<file path="src/rtl/btn_pkg.sv">
// Shared types and constants for the push-button input conditioning stage.
package btn_pkg;

  localparam int unsigned SYNC_STAGES = 2;

  typedef logic [1:0] btn_t;

  localparam btn_t BTN_NONE = 2'b00;
  localparam btn_t BTN_0    = 2'b01;
  localparam btn_t BTN_1    = 2'b10;
  localparam btn_t BTN_BOTH = 2'b11;

endpackage : btn_pkg

</file>
<file path="src/rtl/debounce.sv">
// One button bit: two-flop synchronizer, stability counter and press (0->1) detect.
module debounce
  import btn_pkg::*;
#(
  parameter int unsigned DB_CYC = 1_000_000
) (
  input  logic clk,
  input  logic rst,
  input  logic raw,
  output logic lvl,
  output logic rise
);

  localparam int unsigned CW = (DB_CYC > 1) ? $clog2(DB_CYC) : 1;

  logic [SYNC_STAGES-1:0] sync_q;
  logic [CW-1:0]          cnt_q, cnt_d;
  logic                   lvl_q, lvl_d;
  logic                   s;
  logic                   done;

  assign s    = sync_q[SYNC_STAGES-1];
  assign done = (cnt_q == CW'(DB_CYC - 1));

  // Rise is asserted on the very edge that flips the accepted level to 1,
  // so downstream logic captures it together with the level change.
  assign rise = s & ~lvl_q & done;
  assign lvl  = lvl_q;

  // Next accepted level and stability count; any bounce back restarts the count.
  always_comb begin
    cnt_d = '0;
    lvl_d = lvl_q;
    if (s != lvl_q) begin
      if (done) begin
        lvl_d = s;
      end else begin
        cnt_d = cnt_q + 1'b1;
      end
    end
  end

  // Synchronizer chain plus debounce state.
  always_ff @(posedge clk or negedge rst) begin
    if (!rst) begin
      sync_q <= '0;
      cnt_q  <= '0;
      lvl_q  <= 1'b0;
    end else begin
      sync_q <= {sync_q[SYNC_STAGES-2:0], raw};
      cnt_q  <= cnt_d;
      lvl_q  <= lvl_d;
    end
  end

endmodule : debounce

</file>
<file path="src/rtl/btn_window.sv">
// Conditions two raw buttons and reports presses seen in each fixed window,
// with a one-cycle window pulse that qualifies the captured presses.
module btn_window
  import btn_pkg::*;
#(
  parameter int unsigned PERIOD_CYC = 200_000_000,
  parameter int unsigned DB_CYC     = 1_000_000
) (
  input  logic       clk,
  input  logic       rst,
  input  logic [1:0] btn,
  output logic [1:0] in,
  output logic       enb2s
);

  localparam int unsigned CW = (PERIOD_CYC > 1) ? $clog2(PERIOD_CYC) : 1;

  btn_t          rise;
  btn_t          lvl_unused;
  logic [CW-1:0] cnt_q, cnt_d;
  btn_t          sticky_q, sticky_d;
  btn_t          in_q, in_d;
  logic          enb_q, enb_d;
  logic          wend;

  debounce #(.DB_CYC(DB_CYC)) u_db0 (
    .clk  (clk),
    .rst  (rst),
    .raw  (btn[0]),
    .lvl  (lvl_unused[0]),
    .rise (rise[0])
  );

  debounce #(.DB_CYC(DB_CYC)) u_db1 (
    .clk  (clk),
    .rst  (rst),
    .raw  (btn[1]),
    .lvl  (lvl_unused[1]),
    .rise (rise[1])
  );

  assign wend = (cnt_q == CW'(PERIOD_CYC - 1));

  // Window bookkeeping: a rise on the closing edge lands in the current report.
  always_comb begin
    cnt_d    = wend ? '0 : cnt_q + 1'b1;
    enb_d    = wend;
    in_d     = wend ? (sticky_q | rise) : in_q;
    sticky_d = wend ? BTN_NONE : (sticky_q | rise);
  end

  // Free-running window counter, sticky press accumulator and registered outputs.
  always_ff @(posedge clk or negedge rst) begin
    if (!rst) begin
      cnt_q    <= '0;
      sticky_q <= BTN_NONE;
      in_q     <= BTN_NONE;
      enb_q    <= 1'b0;
    end else begin
      cnt_q    <= cnt_d;
      sticky_q <= sticky_d;
      in_q     <= in_d;
      enb_q    <= enb_d;
    end
  end

  assign in    = in_q;
  assign enb2s = enb_q;

endmodule : btn_window

</file>
<file path="config.mk">
export PLATFORM = sky130hd
export DESIGN_NAME = btn_window
export DESIGN_NICKNAME = d
export VERILOG_FILES = /design/src/rtl/btn_pkg.sv /design/src/rtl/debounce.sv /design/src/rtl/btn_window.sv
export SDC_FILE = /design/constraint.sdc
export NUM_CORES = 1
export LEC_CHECK = 0
export CAP_MARGIN = 25
export CELL_PAD_IN_SITES_DETAIL_PLACEMENT = 1
export CELL_PAD_IN_SITES_GLOBAL_PLACEMENT = 1
export CORE_UTILIZATION = 53
export DETAILED_ROUTE_END_ITERATION = 8
export GPL_ROUTABILITY_DRIVEN = 0
export GPL_TIMING_DRIVEN = 0
export PLACE_DENSITY = 0.86
export SYNTH_ARGS = -nofsm -noshare
export SYNTH_HDL_FRONTEND = slang
export SYNTH_SLANG_ARGS = --single-unit
</file>
<file path="constraint.sdc">
create_clock -name clk -period 3.2 [get_ports clk]
set_input_delay 0.96 -clock clk [delete_from_list [all_inputs] [get_ports clk]]
set_output_delay 0.96 -clock clk [all_outputs]
set_load 0.01 [all_outputs]
</file>
==> results of run 1 <==
-- power groups by stage --
| stage | sequential [µW] | combinational, µW | clock (µW) |
|---|---|---|---|
| detailed placement | 1030 | 57.2 | 0 |
| global placement | 1030 | 50.7 | 0 |
| CTS | 1010 | 58.1 | 641 |
| floorplan | 1030 | 21.3 | 0 |
| finish | 1010 | 56.0 | 625 |
| global route | 1010 | 64.2 | 684 |
-- cell usage in the layout (no fill, tap or decap), types with 2 or more instances in the layout --
cell,count
and3_1,7
nand4b_1,2
nor3_1,9
nor4_1,9
clkdlybuf4s50_1,5
nand4_2,2
o311ai_0,2
o31ai_1,15
mux2_2,4
a21oi_1,19
buf_2,3
dfrtp_1,79
inv_1,18
or4b_1,2
nor4b_1,5
or4_1,10
nor2_1,39
a21oi_2,2
nand3_1,23
xor2_1,25
clkbuf_1,7
mux2i_1,2
o41ai_1,2
clkinv_2,2
ha_1,5
and2_1,2
nand2_1,21
or3_1,7
clkbuf_8,10
buf_6,3
o21ai_0,9
or4_4,2
nand4_1,19
nor2b_1,3
xnor2_1,11
and4_1,6
or2_2,3
-- metal layers --
layer | track usage | part of all wire | up-vias
met5 | 0 | 0 | -
li1 | - | - | 1439
met4 | 0.0777 | 0.018 | 0
met2 | 0.450 | 0.51 | 51
met3 | 0.0569 | 0.024 | 17
met1 | 0.344 | 0.45 | 1600
-- registers in the layout, indices dropped and copies added (netlist names) --
register      count
in                2
u_db1.cnt_q      20
u_db1.sync_q      2
u_db0.sync_q      2
u_db0.cnt_q      20
enb2s             1
u_db1.lvl         1
u_db0.lvl         1
cnt_q            28
sticky_q          2
-- per-stage QoR --
step / TNS [ns] / instances / instance area, µm²
floorplan: 0 / 388 / 3950
finish: 0 / 507 / 4310
global placement: -126.37 / 493 / 4130
CTS: 0 / 507 / 4310
detailed placement: 0 / 494 / 4160
global route: 0 / 507 / 4310
-- worst max path at each step --
stage	startpoint	end	slack [ns]
finish	u_db0.cnt_q[0]$_DFF_PN0_	u_db0.cnt_q[9]$_DFF_PN0_	0.86
global route	u_db0.cnt_q[0]$_DFF_PN0_	u_db0.cnt_q[14]$_DFF_PN0_	0.72
CTS	u_db0.cnt_q[0]$_DFF_PN0_	u_db0.cnt_q[9]$_DFF_PN0_	0.86
detailed placement	cnt_q[0]$_DFF_PN0_	in[1]$_DFFE_PN0P_	0.88
global placement	rst	u_db1.cnt_q[17]$_DFF_PN0_	-1.60
floorplan	cnt_q[0]$_DFF_PN0_	in[0]$_DFFE_PN0P_	1.16
-- layout make-up --
type                    count  area, µm²
plain buffers              12       71.3
repair buffers              7       85.1
clock buffers              11        141
flip-flops and latches     79       1980
well taps                  99        124
inverters                  18       67.6
clock inverters             2       10.0
multi-input cells         279       1830
fillers                   836       2910
-- cell families (layout without fill, tap and decap cells) --
| group | Yosys count | after routing | share of synthesized area |
|---|---|---|---|
| AO/OA/AOI/OAI | 53 | 53 | 0.0853 |
| flip-flops | 79 | 79 | 0.501 |
| multiplexers | 6 | 6 | 0.0165 |
| adder cells (fa/ha/maj) | 5 | 5 | 0.0159 |
| XOR/XNOR | 36 | 36 | 0.0799 |
| buffers and inverters | 30 | 50 | 0.0352 |
| AND/OR/NAND/NOR | 179 | 179 | 0.266 |
==> run_results.csv, run 1 <==
group,metric,value,unit
clocking,cts_resized,0,
floorplan,die_x,88.3,µm
clocking,clk_pin_slew_worst_paths,0.07,ns
power,power_density,394,nW/µm²
synthesis,ys_seq_elements,79,
routing,ant_nets,0,
finish,drive_above_1_share,0.0931,
setup_path,cpLargestDelayFamily,"buffers and inverters",
power,ir_worst_vdd,0.210,mV
synthesis,async_flop_share,1.00,
power,power.switching,385,µW
sta,setup_ws,0.859,ns
routing,drtPass1Iterations,4,
power,p_seq_frac,0.598,
worst_hold_path,hold_depth,0,
synthesis,syn_avg_cell_area,10.2,µm²
power,total_power,1700,µW
global_route,overflow,0,
place,numPortBuffers,6,
clocking,root_buffer,"clkbuf_8",
power,clockPowerShare,0.369,
routing,vias,3107,
synthesis,synth_edf_count,0,
run_status,status,"finished clean",
synthesis,synth-main-ff-cell,"dfrtp_1",
power,internal-power,1310,µW
global_route,grt_max_degree,57,
clocking,clk_path_buf_depth,2,
worst_hold_path,hold-path-endpoint,"u_db1.sync_q[1]$_DFF_PN0_",
floorplan,die-area,7800,µm²
run,cap_violations,0,
setup_path,cp_common_cell,"clkbuf_1",
synthesis,synth_most_common_cell,"dfrtp_1",
global_route,grtUsageTotal,0.265,
sta,clock_skew,0.00947,ns
synthesis,ys_types,46,
finish,diodes,0,
synthesis,yosysTopAreaCellShare,0.501,
clocking,h-tree-depth,3,
power,p_leak,0.00179,µW
sta,finalCritPeriodShare,0.732,
routing,drc_errors,0,
clocking,clkSinkCount,79,
floorplan,core,7210,µm²
routing,wl,9480,µm
setup_path,cp.required,3.40,ns
power,swShare,0.227,
floorplan,io_pins,7,
finish,fin_util,0.597,
routing,viasPerCell,6.13,
setup_path,reg2reg_depth,6,
worst_hold_path,hold_path.class,"reg -> reg",
global_route,grt_pass1_wl,15700,µm
sta,setup_viol,0,
sta,worst_hold_slack,0.357,ns
global_route,antenna_found_initial,0,
sta,tightest_slew,0.832,ns
setup_path,path_cells,"ha_1 -> clkbuf_1 -> nand4_1 -> o21bai_2 -> clkbuf_1 -> nor2_1",
worst_hold_path,worstHoldStart,"u_db1.sync_q[0]$_DFF_PN0_",
power,power_frac_comb,0.033,
floorplan,fp.dieH,88.3,µm
synthesis,yosys.area.top_type,"dfrtp_1",
sta,slew_viol_final,0,
clocking,clk_latency,0.34,ns
setup_path,cp_max_fo,10,
synthesis,syn_nets,397,
setup_path,critPathKind,"reg -> reg",
place,post-place-ws,0.884,ns
clocking,cts_tree,"yes",
routing,wl_per_cell,18.7,µm
setup_path,path_depth,6,
routing,drtIter0Drc,164,
synthesis,ys_seq_area_frac,0.501,
place,hpwl,6450,µm
setup_path,crit_arrival,2.54,ns
finish,final_nets,415,
setup_path,slowest_delay,0.47,ns
setup_path,end_kind,"flip-flop",
global_route,grt_pass1_vias,3191,
finish,area_growth,9.13,%
setup_path,regToRegSetupSlack,0.86,ns
setup_path,r2r-end,"u_db0.cnt_q[9]$_DFF_PN0_",
sta,clock.fmax,0.427,GHz
floorplan,fp-row-count,31,
synthesis,synth_common_cells,"dfrtp_1 (79), nor2_1 (39), xor2_1 (25)",
setup_path,crit_slowest_cell,"o21bai_2",
sta,period_minus_slack,2.34,ns
setup_path,rr_startpoint,"u_db0.cnt_q[0]$_DFF_PN0_",
synthesis,netlist_instances,388,
synthesis,synth_area_leaders,"dfrtp_1 (50%), xor2_1 (5.5%), nor2_1 (3.7%), nand4_1 (3.0%), nand3_1 (2.9%)",
floorplan,start_util,0.547,
clocking,cts_setup_buffers,0,
setup_path,start_kind,"flip-flop",
sta,finalHoldViolations,0,
sta,rsz0062_at_grt,"no",
clocking,cts_hold_buf,0,
setup_path,critPathBufInv,2,
synthesis,netlist_area,3950,µm²
clocking,cts_buffers,9,
synthesis,yosys_warnings,0,
sta,maxSlewHeadroom,0.444,
Power figures use the tool's default switching activity.
==> run 2, diff against run 1 <==
--- a/config.mk
+++ b/config.mk
@@ -8,11 +8,11 @@
 export CAP_MARGIN = 25
 export CELL_PAD_IN_SITES_DETAIL_PLACEMENT = 1
 export CELL_PAD_IN_SITES_GLOBAL_PLACEMENT = 1
-export CORE_UTILIZATION = 53
+export CORE_UTILIZATION = 49
 export DETAILED_ROUTE_END_ITERATION = 8
 export GPL_ROUTABILITY_DRIVEN = 0
 export GPL_TIMING_DRIVEN = 0
-export PLACE_DENSITY = 0.86
+export PLACE_DENSITY = 0.8
 export SYNTH_ARGS = -nofsm -noshare
 export SYNTH_HDL_FRONTEND = slang
 export SYNTH_SLANG_ARGS = --single-unit
==> constraint.sdc (replaced) <==
create_clock -name clk -period 2.18 [get_ports clk]
set_input_delay 0.654 -clock clk [delete_from_list [all_inputs] [get_ports clk]]
set_output_delay 0.654 -clock clk [all_outputs]
set_load 0.01 [all_outputs]
==> run_results.csv, run 2 (synthesis gave the netlist of run 1 again) <==
group,metric,value,unit
floorplan,start_util,0.508,
clocking,h-tree-depth,3,
finish,layout_common_cells,"dfrtp_1 (76), nor2_1 (39), xor2_1 (25)",
sta,clock_skew,0.00986,ns
routing,viasPerCell,5.89,
global_route,overflow,0,
sta,setup_viol,0,
clocking,cts_buffers,9,
setup_path,cp.required,2.42,ns
setup_path,cp_max_fo,6,
clocking,root_buffer,"clkbuf_8",
run_status,status,"finished clean",
setup_path,end_kind,"flip-flop",
floorplan,die-area,8420,µm²
sta,finalCritPeriodShare,0.959,
floorplan,core,7770,µm²
clocking,clk_latency,0.36,ns
global_route,antenna_found_initial,0,
routing,ant_nets,0,
power,ir_worst_vdd,0.323,mV
clocking,clkSinkCount,79,
routing,drc_errors,0,
setup_path,crit_arrival,2.33,ns
sta,tightest_slew,0.658,ns
finish,area_growth,11.7,%
sta,clock.fmax,0.478,GHz
clocking,cts_tree,"yes",
sta,slew_viol_final,0,
power,p_leak,0.00184,µW
setup_path,worstSetupStartpoint,"cnt_q[14]$_DFF_PN0_",
setup_path,critPathKind,"reg -> reg",
finish,drive_above_1_share,0.119,
place,numPortBuffers,6,
floorplan,die_x,91.7,µm
place,post-place-ws,-0.147,ns
clocking,clk_path_buf_depth,2,
global_route,grt_pass1_vias,3374,
sta,setup_ws,0.0892,ns
finish,diodes,0,
setup_path,start_kind,"flip-flop",
finish,largest_reg_flops,28,
finish,regMostFlops,"cnt_q",
floorplan,fp-row-count,32,
routing,drtIter0Drc,142,
global_route,grt_max_degree,54,
sta,maxSlewHeadroom,0.560,
finish,final_nets,416,
global_route,grtUsageTotal,0.243,
sta,period_minus_slack,2.09,ns
finish,final_area,4410,µm²
finish,reg_top3,"cnt_q (28), u_db0.cnt_q (20), u_db1.cnt_q (20)",
worst_hold_path,hold_path.class,"in -> async",
sta,finalHoldViolations,0,
clocking,clk_pin_slew_worst_paths,0.08,ns
global_route,grt_pass1_wl,16100,µm
power,power_density,606,nW/µm²
routing,drtPass1Iterations,4,
sta,rsz0062_at_grt,"no",
setup_path,rr_startpoint,"cnt_q[14]$_DFF_PN0_",
run,cap_violations,0,
finish,mostFrequentLayoutCell,"dfrtp_1",
floorplan,io_pins,7,
routing,wl_per_cell,17.7,µm
place,hpwl,6280,µm
routing,vias,3021,
routing,wl,9090,µm
floorplan,fp.dieH,91.7,µm
place,place_area,4160,µm²
## run 2: power breakdown
part	total [µW]	leakage (µW)	switching [µW]	internal [µW]
clock network	1100	0.0000985	519	584
registers	1490	0.00107	11.7	1480
logic	81.2	0.000672	56.2	25.0
total	2670	0.00184	587	2090
## run 2: cell type report
type                    count  area [µm²]
multi-input cells         279        1870
inverters                  18        67.6
well taps                 102         128
flip-flops and latches     79        1980
clock buffers              12         155
fillers                   872        3360
repair buffers              9         100
clock inverters             3        42.5
plain buffers              11        68.8
## run 2: routing by layer
metal,track usage,up-vias,wire length (µm)
met1,0.313,1525,4250
met5,0,-,0
met3,0.0406,14,216
met4,0.0951,0,143
li1,-,1452,-
met2,0.412,30,4480
## run 2: repair_timing
action | 4_1_cts | 5_1_grt
endpoints found under the setup margin | 27 | 21
pin swaps | 1 | 0
gates resized for setup | 4 | 6
buffers inserted | 1 | 1
hold buffers | 0 | 0
## run 2: worst paths after layout
kind | endpoint | slack, ns | cells past startpoint
setup reg to reg | in[1]$_DFFE_PN0P_ | 0.09 | 5
hold reg to reg | u_db1.sync_q[1]$_DFF_PN0_ | 0.37 | 0
setup / recovery | in[1]$_DFFE_PN0P_ | 0.09 | 5
hold / removal | u_db0.cnt_q[18]$_DFF_PN0_ | 0.20 | 1
min in group clk | u_db1.sync_q[1]$_DFF_PN0_ | 0.37 | 0
max in group asynchronous | cnt_q[16]$_DFF_PN0_ | 1.37 | 2
## run 2: critical path: stages (launching register included)
cell and delay (ns):
dfrtp_2 0.42, nand4_4 0.16, or4b_4 0.58, nor4_4 0.28, buf_4 0.19, mux2_2 0.35
## run 2: stage by stage
| stage | total power [µW] | TNS [ns] | hold WS [ns] | utilization | cells |
|---|---|---|---|---|---|
| 3_3_place_gp | 1590 | -183.93 | 0.354 | 0.532 | 496 |
| 2_1_floorplan | 1550 | 0 | 0.331 | - | 388 |
| 3_5_place_dp | 1600 | -1.30 | 0.342 | 0.535 | 497 |
| 4_1_cts | 2710 | 0 | 0.211 | 0.564 | 513 |
| 5_1_grt | 2780 | 0 | 0.225 | 0.567 | 513 |
| 6_report | 2670 | 0 | 0.202 | 0.567 | 513 |
==> run 3, diff against run 2 <==
--- a/config.mk
+++ b/config.mk
@@ -6,13 +6,11 @@
 export NUM_CORES = 1
 export LEC_CHECK = 0
 export CAP_MARGIN = 25
-export CELL_PAD_IN_SITES_DETAIL_PLACEMENT = 1
-export CELL_PAD_IN_SITES_GLOBAL_PLACEMENT = 1
-export CORE_UTILIZATION = 49
+export CORE_UTILIZATION = 62
 export DETAILED_ROUTE_END_ITERATION = 8
 export GPL_ROUTABILITY_DRIVEN = 0
 export GPL_TIMING_DRIVEN = 0
-export PLACE_DENSITY = 0.8
+export PLACE_DENSITY = 0.81
 export SYNTH_ARGS = -nofsm -noshare
 export SYNTH_HDL_FRONTEND = slang
 export SYNTH_SLANG_ARGS = --single-unit
==> run_results.csv, run 3 (synthesis gave the netlist of run 1 again) <==
group,metric,value,unit
sta,clock.fmax,0.474,GHz
setup_path,end_kind,"flip-flop",
finish,final_cells,486,
power,internal-power,1900,µW
clocking,cts_tree,"yes",
setup_path,critPathKind,"reg -> reg",
routing,viasPerCell,6.24,
power,power_density,572,nW/µm²
clocking,h-tree-depth,3,
sta,period_minus_slack,2.11,ns
routing,wl_per_cell,16.6,µm
clocking,clk_latency,0.35,ns
finish,regMostFlops,"cnt_q",
routing,ant_nets,0,
global_route,grt_pass1_wl,13300,µm
routing,drc_errors,0,
global_route,grt_pass1_vias,2887,
clocking,cts_hold_buf,0,
finish,mostFrequentLayoutCell,"dfrtp_1",
place,hpwl,5300,µm
clocking,clkSinkCount,79,
power,power_frac_comb,0.032,
routing,drtPass1Iterations,5,
global_route,grtUsageTotal,0.267,
finish,layout_common_cells,"dfrtp_1 (78), nor2_1 (39), xor2_1 (25)",
finish,reg_top3,"cnt_q (28), u_db0.cnt_q (20), u_db1.cnt_q (20)",
power,p_leak,0.00181,µW
power,clockPowerShare,0.366,
global_route,antenna_found_initial,0,
finish,area_growth,9.51,%
floorplan,die_x,81.8,µm
run,cap_violations,0,
finish,final_nets,417,
setup_path,regToRegSetupSlack,0.07,ns
routing,drtIter0Drc,343,
power,ir_worst_vdd,0.399,mV
finish,largest_reg_flops,28,
clocking,root_buffer,"clkbuf_8",
setup_path,start_kind,"flip-flop",
sta,slew_viol_final,0,
sta,setup_viol,0,
place,dp.cells,470,
place,numPortBuffers,6,
floorplan,die-area,6690,µm²
sta,maxSlewHeadroom,0.573,
setup_path,crit_arrival,2.34,ns
routing,vias,3035,
finish,diodes,0,
global_route,grt_max_degree,54,
floorplan,io_pins,7,
clocking,cts_buffers,9,
routing,wl,8090,µm
sta,finalHoldViolations,0,
clocking,clk_path_buf_depth,2,
place,place_area,4130,µm²
power,power.switching,574,µW
clocking,clk_pin_slew_worst_paths,0.08,ns
sta,finalCritPeriodShare,0.967,
worst_hold_path,hold_path.class,"in -> async",
floorplan,fp.dieH,81.8,µm
power,swShare,0.232,
floorplan,core,6030,µm²
floorplan,start_util,0.655,
setup_path,cp_max_fo,6,
floorplan,fp-row-count,28,
power,total_power,2470,µW
setup_path,cp.required,2.41,ns
run_status,status,"finished clean",
sta,clock_skew,0.00883,ns
finish,final_area,4320,µm²
sta,tightest_slew,0.638,ns
global_route,overflow,0,
power,p_seq_frac,0.602,
finish,drive_above_1_share,0.112,
[run 3: worst max-delay path: stages (launching register included)]
cell	delay, ns
dfrtp_1	0.44
nand4_4	0.17
or4b_4	0.59
nor4_4	0.28
buf_4	0.19
mux2_2	0.33
[run 3: what timing repair did]
| item | CTS | global route |
|---|---|---|
| pin swaps | 1 | 0 |
| setup endpoints to repair | 13 | 20 |
| buffers inserted | 1 | 1 |
| gates resized for setup | 2 | 5 |
[run 3: layout make-up]
| class | count | area, µm² |
|---|---|---|
| clock inverters | 4 | 25.0 |
| plain buffers | 12 | 72.6 |
| repair buffers | 9 | 100 |
| flip-flops and latches | 79 | 1980 |
| multi-input cells | 279 | 1860 |
| well taps | 75 | 93.8 |
| inverters | 18 | 67.6 |
| clock buffers | 10 | 128 |
| fillers | 444 | 1700 |
[run 3: metal layers]
metal / vias to the layer above / wire length [µm] / track usage / share of wire
li1: 1453 / - / - / -
met3: 19 / 349 / 0.0622 / 0.043
met1: 1482 / 3740 / 0.370 / 0.46
met4: 0 / 138 / 0.0825 / 0.017
met2: 81 / 3860 / 0.415 / 0.48
met5: - / 0 / 0 / 0
[run 3: path summary, 6_finish.rpt]
| path | cells past startpoint | endpoint | startpoint |
|---|---|---|---|
| min reg2reg | 0 | u_db1.sync_q[1]$_DFF_PN0_ | u_db1.sync_q[0]$_DFF_PN0_ |
| max in group asynchronous | 2 | u_db1.cnt_q[8]$_DFF_PN0_ | rst |
| min | 1 | u_db0.cnt_q[18]$_DFF_PN0_ | rst |
| max reg2reg | 5 | in[0]$_DFFE_PN0P_ | cnt_q[16]$_DFF_PN0_ |
| min in group clk | 0 | u_db1.sync_q[1]$_DFF_PN0_ | u_db1.sync_q[0]$_DFF_PN0_ |
| max | 5 | in[0]$_DFFE_PN0P_ | cnt_q[16]$_DFF_PN0_ |
[run 3: power groups by stage]
stage / Clock (µW) / Sequential, µW / Combinational (µW)
after detailed placement: 0 / 1520 / 81.5
final: 905 / 1490 / 80.1
after global placement: 0 / 1520 / 73.1
after floorplan: 0 / 1510 / 31.2
after CTS: 931 / 1490 / 82.0
after global routing: 994 / 1490 / 93.1
[run 3: through the flow]
step           hold WS (ns)  setup slack (ns)  utilization   TNS, ns
2_1_floorplan         0.331             0.143            -         0
3_3_place_gp          0.340             -2.25        0.680   -178.05
3_5_place_dp          0.338            -0.106        0.685    -0.253
4_1_cts               0.222            0.0430        0.712         0
5_1_grt               0.225          -0.00529        0.717  -0.00529
6_report              0.211            0.0724        0.717         0
